[config.mk]
export PLATFORM = sky130hd
export DESIGN_NAME = interp_fixed_divider
export DESIGN_NICKNAME = d
export VERILOG_FILES = /design/src/rtl/interp_fixed_divider.sv
export SDC_FILE = /design/constraint.sdc
export NUM_CORES = 1
export LEC_CHECK = 0
export ABC_CLOCK_PERIOD_IN_PS = 4200
export CORE_AREA = 10 10 156 158
export CTS_BUF_LIST = sky130_fd_sc_hd__clkbuf_16
export DETAILED_ROUTE_END_ITERATION = 16
export DIE_AREA = 0 0 166 168
export GPL_ROUTABILITY_DRIVEN = 0
export PLACE_DENSITY_LB_ADDON = 0.3
export RECOVER_POWER = 100
export SETUP_SLACK_MARGIN = 0.15
export SYNTH_ARGS = -nofsm -noshare
export SYNTH_HDL_FRONTEND = slang
export SYNTH_SLANG_ARGS = --single-unit
[constraint.sdc]
create_clock -name clk -period 4.2 [get_ports clk]
set_input_delay 0.84 -clock clk [delete_from_list [all_inputs] [get_ports clk]]
set_output_delay 0.84 -clock clk [all_outputs]
set_load 0.05 [all_outputs]
[src/rtl/interp_fixed_divider.sv]
// Sequential signed fixed-point divider for the interpolation ratio.
// Restoring, one quotient bit per cycle, saturating on overflow and divide-by-zero.
module interp_fixed_divider #(
    parameter int WIDTH = 32,
    parameter int FRAC  = 16
) (
    input  logic             clk,
    input  logic             rst,
    input  logic             start,
    input  logic [WIDTH-1:0] dividend,
    input  logic [WIDTH-1:0] divisor,
    output logic [WIDTH-1:0] quotient,
    output logic             done,
    output logic             busy,
    output logic             overflow,
    output logic             div_by_zero
);

    localparam int NW = WIDTH + FRAC;
    localparam int CW = $clog2(NW + 1);
    localparam logic [WIDTH-1:0] MAXP = {1'b0, {(WIDTH-1){1'b1}}};
    localparam logic [WIDTH-1:0] MINN = {1'b1, {(WIDTH-1){1'b0}}};

    typedef enum logic [1:0] {IDLE, CALC, FIX} state_t;

    state_t           state_q, state_d;
    logic             sign_q, sign_d;
    logic             dz_q, dz_d;
    logic [NW-1:0]    num_q, num_d;
    logic [WIDTH-1:0] den_q, den_d;
    logic [WIDTH-1:0] rem_q, rem_d;
    logic [NW-1:0]    q_q, q_d;
    logic [CW-1:0]    cnt_q, cnt_d;
    logic [WIDTH-1:0] quo_q, quo_d;
    logic             done_q, done_d;
    logic             busy_q, busy_d;
    logic             ovf_q, ovf_d;
    logic             dzo_q, dzo_d;

    logic [WIDTH-1:0] abs_dvd, abs_dvs;
    logic [WIDTH:0]   rem_sh;
    logic             ge;
    logic             pos_ovf, neg_ovf;

    // Magnitudes are unsigned W-bit, so |-2^(W-1)| = 2^(W-1) without wrap.
    assign abs_dvd = dividend[WIDTH-1] ? (~dividend + 1'b1) : dividend;
    assign abs_dvs = divisor[WIDTH-1] ? (~divisor + 1'b1) : divisor;
    assign rem_sh  = {rem_q, num_q[NW-1]};
    assign ge      = rem_sh >= {1'b0, den_q};
    assign pos_ovf = (q_q >> (WIDTH-1)) != '0;
    assign neg_ovf = ((q_q >> WIDTH) != '0) ||
                     (q_q[WIDTH-1] && (q_q[WIDTH-2:0] != '0));

    always_comb begin
        state_d = state_q;
        sign_d  = sign_q;
        dz_d    = dz_q;
        num_d   = num_q;
        den_d   = den_q;
        rem_d   = rem_q;
        q_d     = q_q;
        cnt_d   = cnt_q;
        quo_d   = quo_q;
        done_d  = done_q;
        busy_d  = busy_q;
        ovf_d   = ovf_q;
        dzo_d   = dzo_q;
        unique case (state_q)
            IDLE: begin
                if (start) begin
                    sign_d = dividend[WIDTH-1];
                    num_d  = NW'(abs_dvd) << FRAC;
                    busy_d = 1'b1;
                    done_d = 1'b0;
                    if (divisor == '0) begin
                        dz_d    = 1'b1;
                        state_d = FIX;
                    end else begin
                        sign_d  = dividend[WIDTH-1] ^ divisor[WIDTH-1];
                        dz_d    = 1'b0;
                        den_d   = abs_dvs;
                        rem_d   = '0;
                        q_d     = '0;
                        cnt_d   = '0;
                        ovf_d   = 1'b0;
                        dzo_d   = 1'b0;
                        state_d = CALC;
                    end
                end
            end
            CALC: begin
                rem_d = ge ? WIDTH'(rem_sh - {1'b0, den_q}) : rem_sh[WIDTH-1:0];
                q_d   = {q_q[NW-2:0], ge};
                num_d = num_q << 1;
                cnt_d = cnt_q + 1'b1;
                if (cnt_q == CW'(NW - 1)) state_d = FIX;
            end
            FIX: begin
                if (dz_q) begin
                    quo_d = (num_q == '0) ? '0 : (sign_q ? MINN : MAXP);
                    ovf_d = 1'b1;
                    dzo_d = 1'b1;
                end else if (sign_q) begin
                    quo_d = neg_ovf ? MINN : (~q_q[WIDTH-1:0] + 1'b1);
                    ovf_d = neg_ovf;
                end else begin
                    quo_d = pos_ovf ? MAXP : q_q[WIDTH-1:0];
                    ovf_d = pos_ovf;
                end
                done_d  = 1'b1;
                busy_d  = 1'b0;
                state_d = IDLE;
            end
            default: state_d = IDLE;
        endcase
    end

    always_ff @(posedge clk or negedge rst) begin
        if (!rst) begin
            state_q <= IDLE;
            sign_q  <= 1'b0;
            dz_q    <= 1'b0;
            num_q   <= '0;
            den_q   <= '0;
            rem_q   <= '0;
            q_q     <= '0;
            cnt_q   <= '0;
            quo_q   <= '0;
            done_q  <= 1'b0;
            busy_q  <= 1'b0;
            ovf_q   <= 1'b0;
            dzo_q   <= 1'b0;
        end else begin
            state_q <= state_d;
            sign_q  <= sign_d;
            dz_q    <= dz_d;
            num_q   <= num_d;
            den_q   <= den_d;
            rem_q   <= rem_d;
            q_q     <= q_d;
            cnt_q   <= cnt_d;
            quo_q   <= quo_d;
            done_q  <= done_d;
            busy_q  <= busy_d;
            ovf_q   <= ovf_d;
            dzo_q   <= dzo_d;
        end
    end

    assign quotient    = quo_q;
    assign done        = done_q;
    assign busy        = busy_q;
    assign overflow    = ovf_q;
    assign div_by_zero = dzo_q;

endmodule
; Word-level counts from Yosys, hierarchy flattened
; Index checks and enable logic that the tools add are counted.
[totals]
regBits = 206
[op_classes]
bitwise_logic = 5
magnitude_cmp = 1
n_addsub = 5
n_eq_ne = 7
reduce_logical = 18
mux = 37
[ops]
columns = op, n
row1 = $mux W32, 11
row2 = $pmux W48 S2, 2
row3 = $mux W48, 3
row4 = $add A32 B1 Y32 const B, 3
row5 = $not A32 Y32, 3
row6 = $reduce_bool A48 Y1, 2
row7 = $pmux W32 S2, 1
row8 = $logic_not A48 Y1, 1
row9 = $ge A33 B32 Y1, 1
row10 = $logic_not A32 Y1, 1
row11 = $sub A32 B32 Y32, 1
row12 = $reduce_bool A31 Y1, 1
row13 = $mux W6, 2
row14 = $pmux W6 S2, 1
row15 = $mux W1, 9
row16 = $reduce_and A3 Y1, 3
row17 = $ne A2 B2 Y1 const B, 4
row18 = $pmux W1 S2, 4
row19 = $reduce_and A2 Y1, 4
row20 = $add A6 B1 Y6 const B, 1
row21 = $eq A6 B6 Y1 const B, 1
row22 = $mux W2, 3
row23 = $pmux W2 S2, 1
row24 = $reduce_and A4 Y1, 1
row25 = 8 further kinds, 9

; Depth between registers and ports, before layout
[logic_depth]
ltp_word = 6
mapped_depth = 14

; Worst setup path before layout
; OpenSTA, ideal clock, no wires.
[synth_timing]
kind = input-to-reg
startpoint = input port divisor[23]
endpoint = register rem_q[22]
stages = 9
slack_ns = 1.149
setup_time_ns = 0.087
arrival_time_ns = 2.965
path_cell_list = or4_1 > or3_1 > or3_1 > nor2_1 > a31o_2 > buf_4 > buf_2 > nand2_1 > o211ai_1
[synth_between]
elab_chain_len = 3
[synth_rtl]
columns = item, line
row1 = from (decl), 11  ; input logic [WIDTH-1:0] divisor,
row2 = $logic_not A32 Y1, 75  ; if (divisor == '0) begin
row3 = $ne A2 B2 Y1 (no line), n/a
row4 = $reduce_and A3 Y1 (no line), n/a
row5 = to (signal assigned), 139  ; rem_q <= rem_d;
row6 = to (decl), 31  ; logic [WIDTH-1:0] rem_q, rem_d;
; No other way between the ends.
; A chain may end at the register's enable or synchronous reset.

; Worst setup path after layout
[layout_timing]
startpoint = input port divisor[22]
endpoint = register q_q[5]
[layout_between]
elab_chain_len = 3
[layout_rtl]
columns = item, line
row1 = $logic_not A32 Y1, 75
row2 = $ne A2 B2 Y1 (no line), n/a
row3 = $reduce_and A3 Y1 (no line), n/a
row4 = to (signal assigned), 140  ; q_q <= q_d;
row5 = to (decl), 32  ; logic [NW-1:0] q_q, q_d;
; No other way between the ends.

==> results.cfg <==
[yosys]
synth-simple-area-share_pct = 16.6
ys_types = 70
ys_seq_elements = 190
synthDominantCellAreaShare_pct = 41.4
synth-main-ff-cell = dfrtp_1
synth_fa_ha_area_share_pct = 4.09
yosysTopAreaCell = dfrtp_1
synth_edf_count = 0
synth_top_family_by_area = compound AO/OA/AOI/OAI gates
synth_seq_area_share_pct = 41.4
synth_commonest_cells = 190 x dfrtp_1, 126 x o21ai_0, 125 x nand2_1
synthMuxAreaShare_pct = 1.31
post_synth.cell_area_avg_um2 = 8.86
postSynthCellCount = 1297
yosys_warnings = 0
syn-cell-area_um2 = 11500
synth_fp_nets = 1401
yosysMostFrequentCell = dfrtp_1
netlist_top_cells_area = dfrtp_1 41%, o21ai_0 5.5%, nand2_1 4.1%, xor2_1 4.0%, ha_1 3.9%
synthArstFlopShare_pct = 100
synth_compound_gate_area_share_pct = 25.7
synthXorXnorAreaFrac_pct = 6.48

[finish]
area_delta_synth_final_pct = 16.1
seqCellArea_um2 = 4750
finalNonFillerCells = 1657
final_cell_area_um2 = 13300
multiInputGateArea_um2 = 6240
fillers = 1812
layout.nets = 1469
antenna_cells = 0
drive_above_1_share_pct = 4.58
final_core_util_pct = 62.3

[placed_design]
post-place-ws_ns = 0.373
dp_hpwl_um = 21300
place_area_um2 = 12800
dp_cells = 1626
io_buffers = 102

[sta]
finClkSkew_ns = 0.0145
setup_ws_ns = 0.434
tightest_slew_ns = 2.67
hold_viol = 0
tns_ns = 0
slew_headroom_pct = -77.8
grt_setup_unrepaired = false
fin_crit_ns = 3.77
slew_violations = 104
fmax_mhz = 266
hold_slack_ns = 0.473
finalCritPeriodShare_pct = 89.7
setup_viol = 0

[setup_path]
critPathBufInv = 2
cp_data_arrival_time_ns = 4.14
path_max_fanout = 17
start_kind = primary input
max_stage_delay_ns = 0.60
critPathSlowestCell = dlygate4sd3_1
worstPathCellList = dlygate4sd3_1 -> or4_1 -> or3_1 -> or3_1 -> nor2_1 -> a31o_1 -> clkbuf_2 -> a22o_1
critical_path.most_common_cell = or3_1
path_class = in -> reg
cp_top_family = simple AND/OR/NAND/NOR gates
crit_required_ns = 4.57
worst-r2r-setup-slack_ns = 0.58
cp-end-kind = flip-flop

[power_and_ir_drop]
vdd_drop_max_mv = 0.263
leakagePower_nw = 5.39
p_clk_share_pct = 30.1
seqPwrFrac_pct = 39.3
powerDensity_nw_per_um2 = 433
swShare_pct = 35.4
p_int_mw = 3.73
power.total_mw = 5.77
switching_power_mw = 2.04
combPwrFrac_pct = 30.6

[global_route]
grt.total_usage_pct = 21.0
grt_pass1_vias = 9907
grt_util_met2_pct = 32.9
grt_antenna_before_repair = 0
grt_max_degree = 105
grt_busiest_layer = met2
grt_util_met3_pct = 3.49
grt_first_pass_wirelength_um = 50300
met1_usage_pct = 29.9
grt.overflow.total = 0

[run]
max_cap_violations = 1

[clock_network]
clock-root-buffer = clkbuf_16
ctsHtreeMaxLevel = 4
cts_sinks = 190
clkTransAtPathRegs_ns = 0.08
clk-insertion-delay-late_ns = 0.44
cts_resized = 0
cts_tree = done
cts_hold_buf = 0
numCtsBuffers = 17
postCtsSetupBuffers = 0
clockBufferDepth = 2

[floorplan]
core_area_um2 = 21400
die-height_um = 168
rows = 54
start_util_pct = 53.6
die_area_um2 = 27900
die_w_um = 166
num_io_pins = 103

[detailed_routing]
drt_pass1_iterations = 5
num_vias = 10400
route.detailed.drc = 0
ant_nets = 0
via_per_inst = 6.27
wl_per_cell_um = 18.2
dr.first_iter.drc_count = 1005
routed_wl_um = 30100

[status]
violations = capacitance limit, slew limit
status = finished with violations

[worst_hold_path]
hold_class = reg -> reg
[final cells by class]
cell class	count	share of cell area, %
Clock buffer	17	3.19
Multi-Input combinational cell	982	46.8
Timing Repair Buffer	125	8.89
Tap cell	280	2.63
Clock inverter	14	1.51
Sequential cell	190	35.6
Inverter	49	1.38
[path summary, 6_finish.rpt]
path,depth (start not counted),from,end
hold reg to reg,2,done,done
setup reg to reg,11,q_q[0],quotient[23]
hold / removal,2,done,done
min in group asynchronous,1,rst,den_q[5]
max in group asynchronous,2,rst,den_q[26]
setup / recovery,8,divisor[22],q_q[5]
[sequential cells by signal (all words and copies together), names as in the netlist, 2 cells and up]
register and flops:
q_q 48, den_q 32, cnt_q 6, num_q 32, quotient 32, rem_q 32
state_q 2
[routing by layer]
metal / routed length [um] / vias to the layer above / share of wire, %
met5: 0 / - / 0
met4: 285 / 0 / 0.95
met3: 1870 / 28 / 6.2
met2: 13800 / 351 / 46
met1: 14100 / 5064 / 47
li1: - / 4941 / -
[power groups by stage]
stage / clock, mW / combinational (mW) / sequential, mW
2_1_floorplan: 0 / 1.30 / 2.22
3_3_place_gp: 0 / 1.71 / 2.29
3_5_place_dp: 0 / 1.74 / 2.29
4_1_cts: 1.76 / 1.76 / 2.26
5_1_grt: 1.83 / 1.96 / 2.30
6_report: 1.74 / 1.77 / 2.27
[worst register-to-register path, cell delays in order (launching register included)]
cell and delay [ns]:
dfrtp_1 0.43, inv_1 0.09, ha_1 0.19, or3b_2 0.51, nor4_2 0.35, nand4_1 0.26, o41ai_1 0.39, clkbuf_1 0.30
and2_1 0.52, a21oi_1 0.13, a21oi_1 0.19, o221a_2 0.21
[placed cells by master (no fill, tap or decap), types with 7 or more instances in the layout]
cell and instances:
nand3_1 27, nor4_1 25, dfrtp_1 190, nand3b_1 7, xor2_1 53, dlygate4sd3_1 41
inv_1 47, o21ai_0 136, or3_1 22, nor3_1 29, nand2_1 126, nand4_1 14
o31ai_1 31, a22oi_1 26, a21oi_1 84, nor2_1 84, a32oi_1 9, o41ai_1 14
buf_4 13, mux2i_1 15, ha_1 36, clkdlybuf4s50_1 60, o211ai_1 15, a22o_1 47
xnor2_1 32, a21o_1 17, a211oi_1 13, nand2b_1 12, or4_1 11, a31oi_1 11
clkbuf_16 17, o22ai_1 12
[cells by family after synthesis]
logic type,Yosys count
AOI/OAI and AO/OA,454
xor gates and xnor gates,85
adders and majority gates,37
buffers and inverters,125
DFF,190
muxes,15
and+or+nand+nor,391
Note: power is estimated with default switching activity, not from simulation.
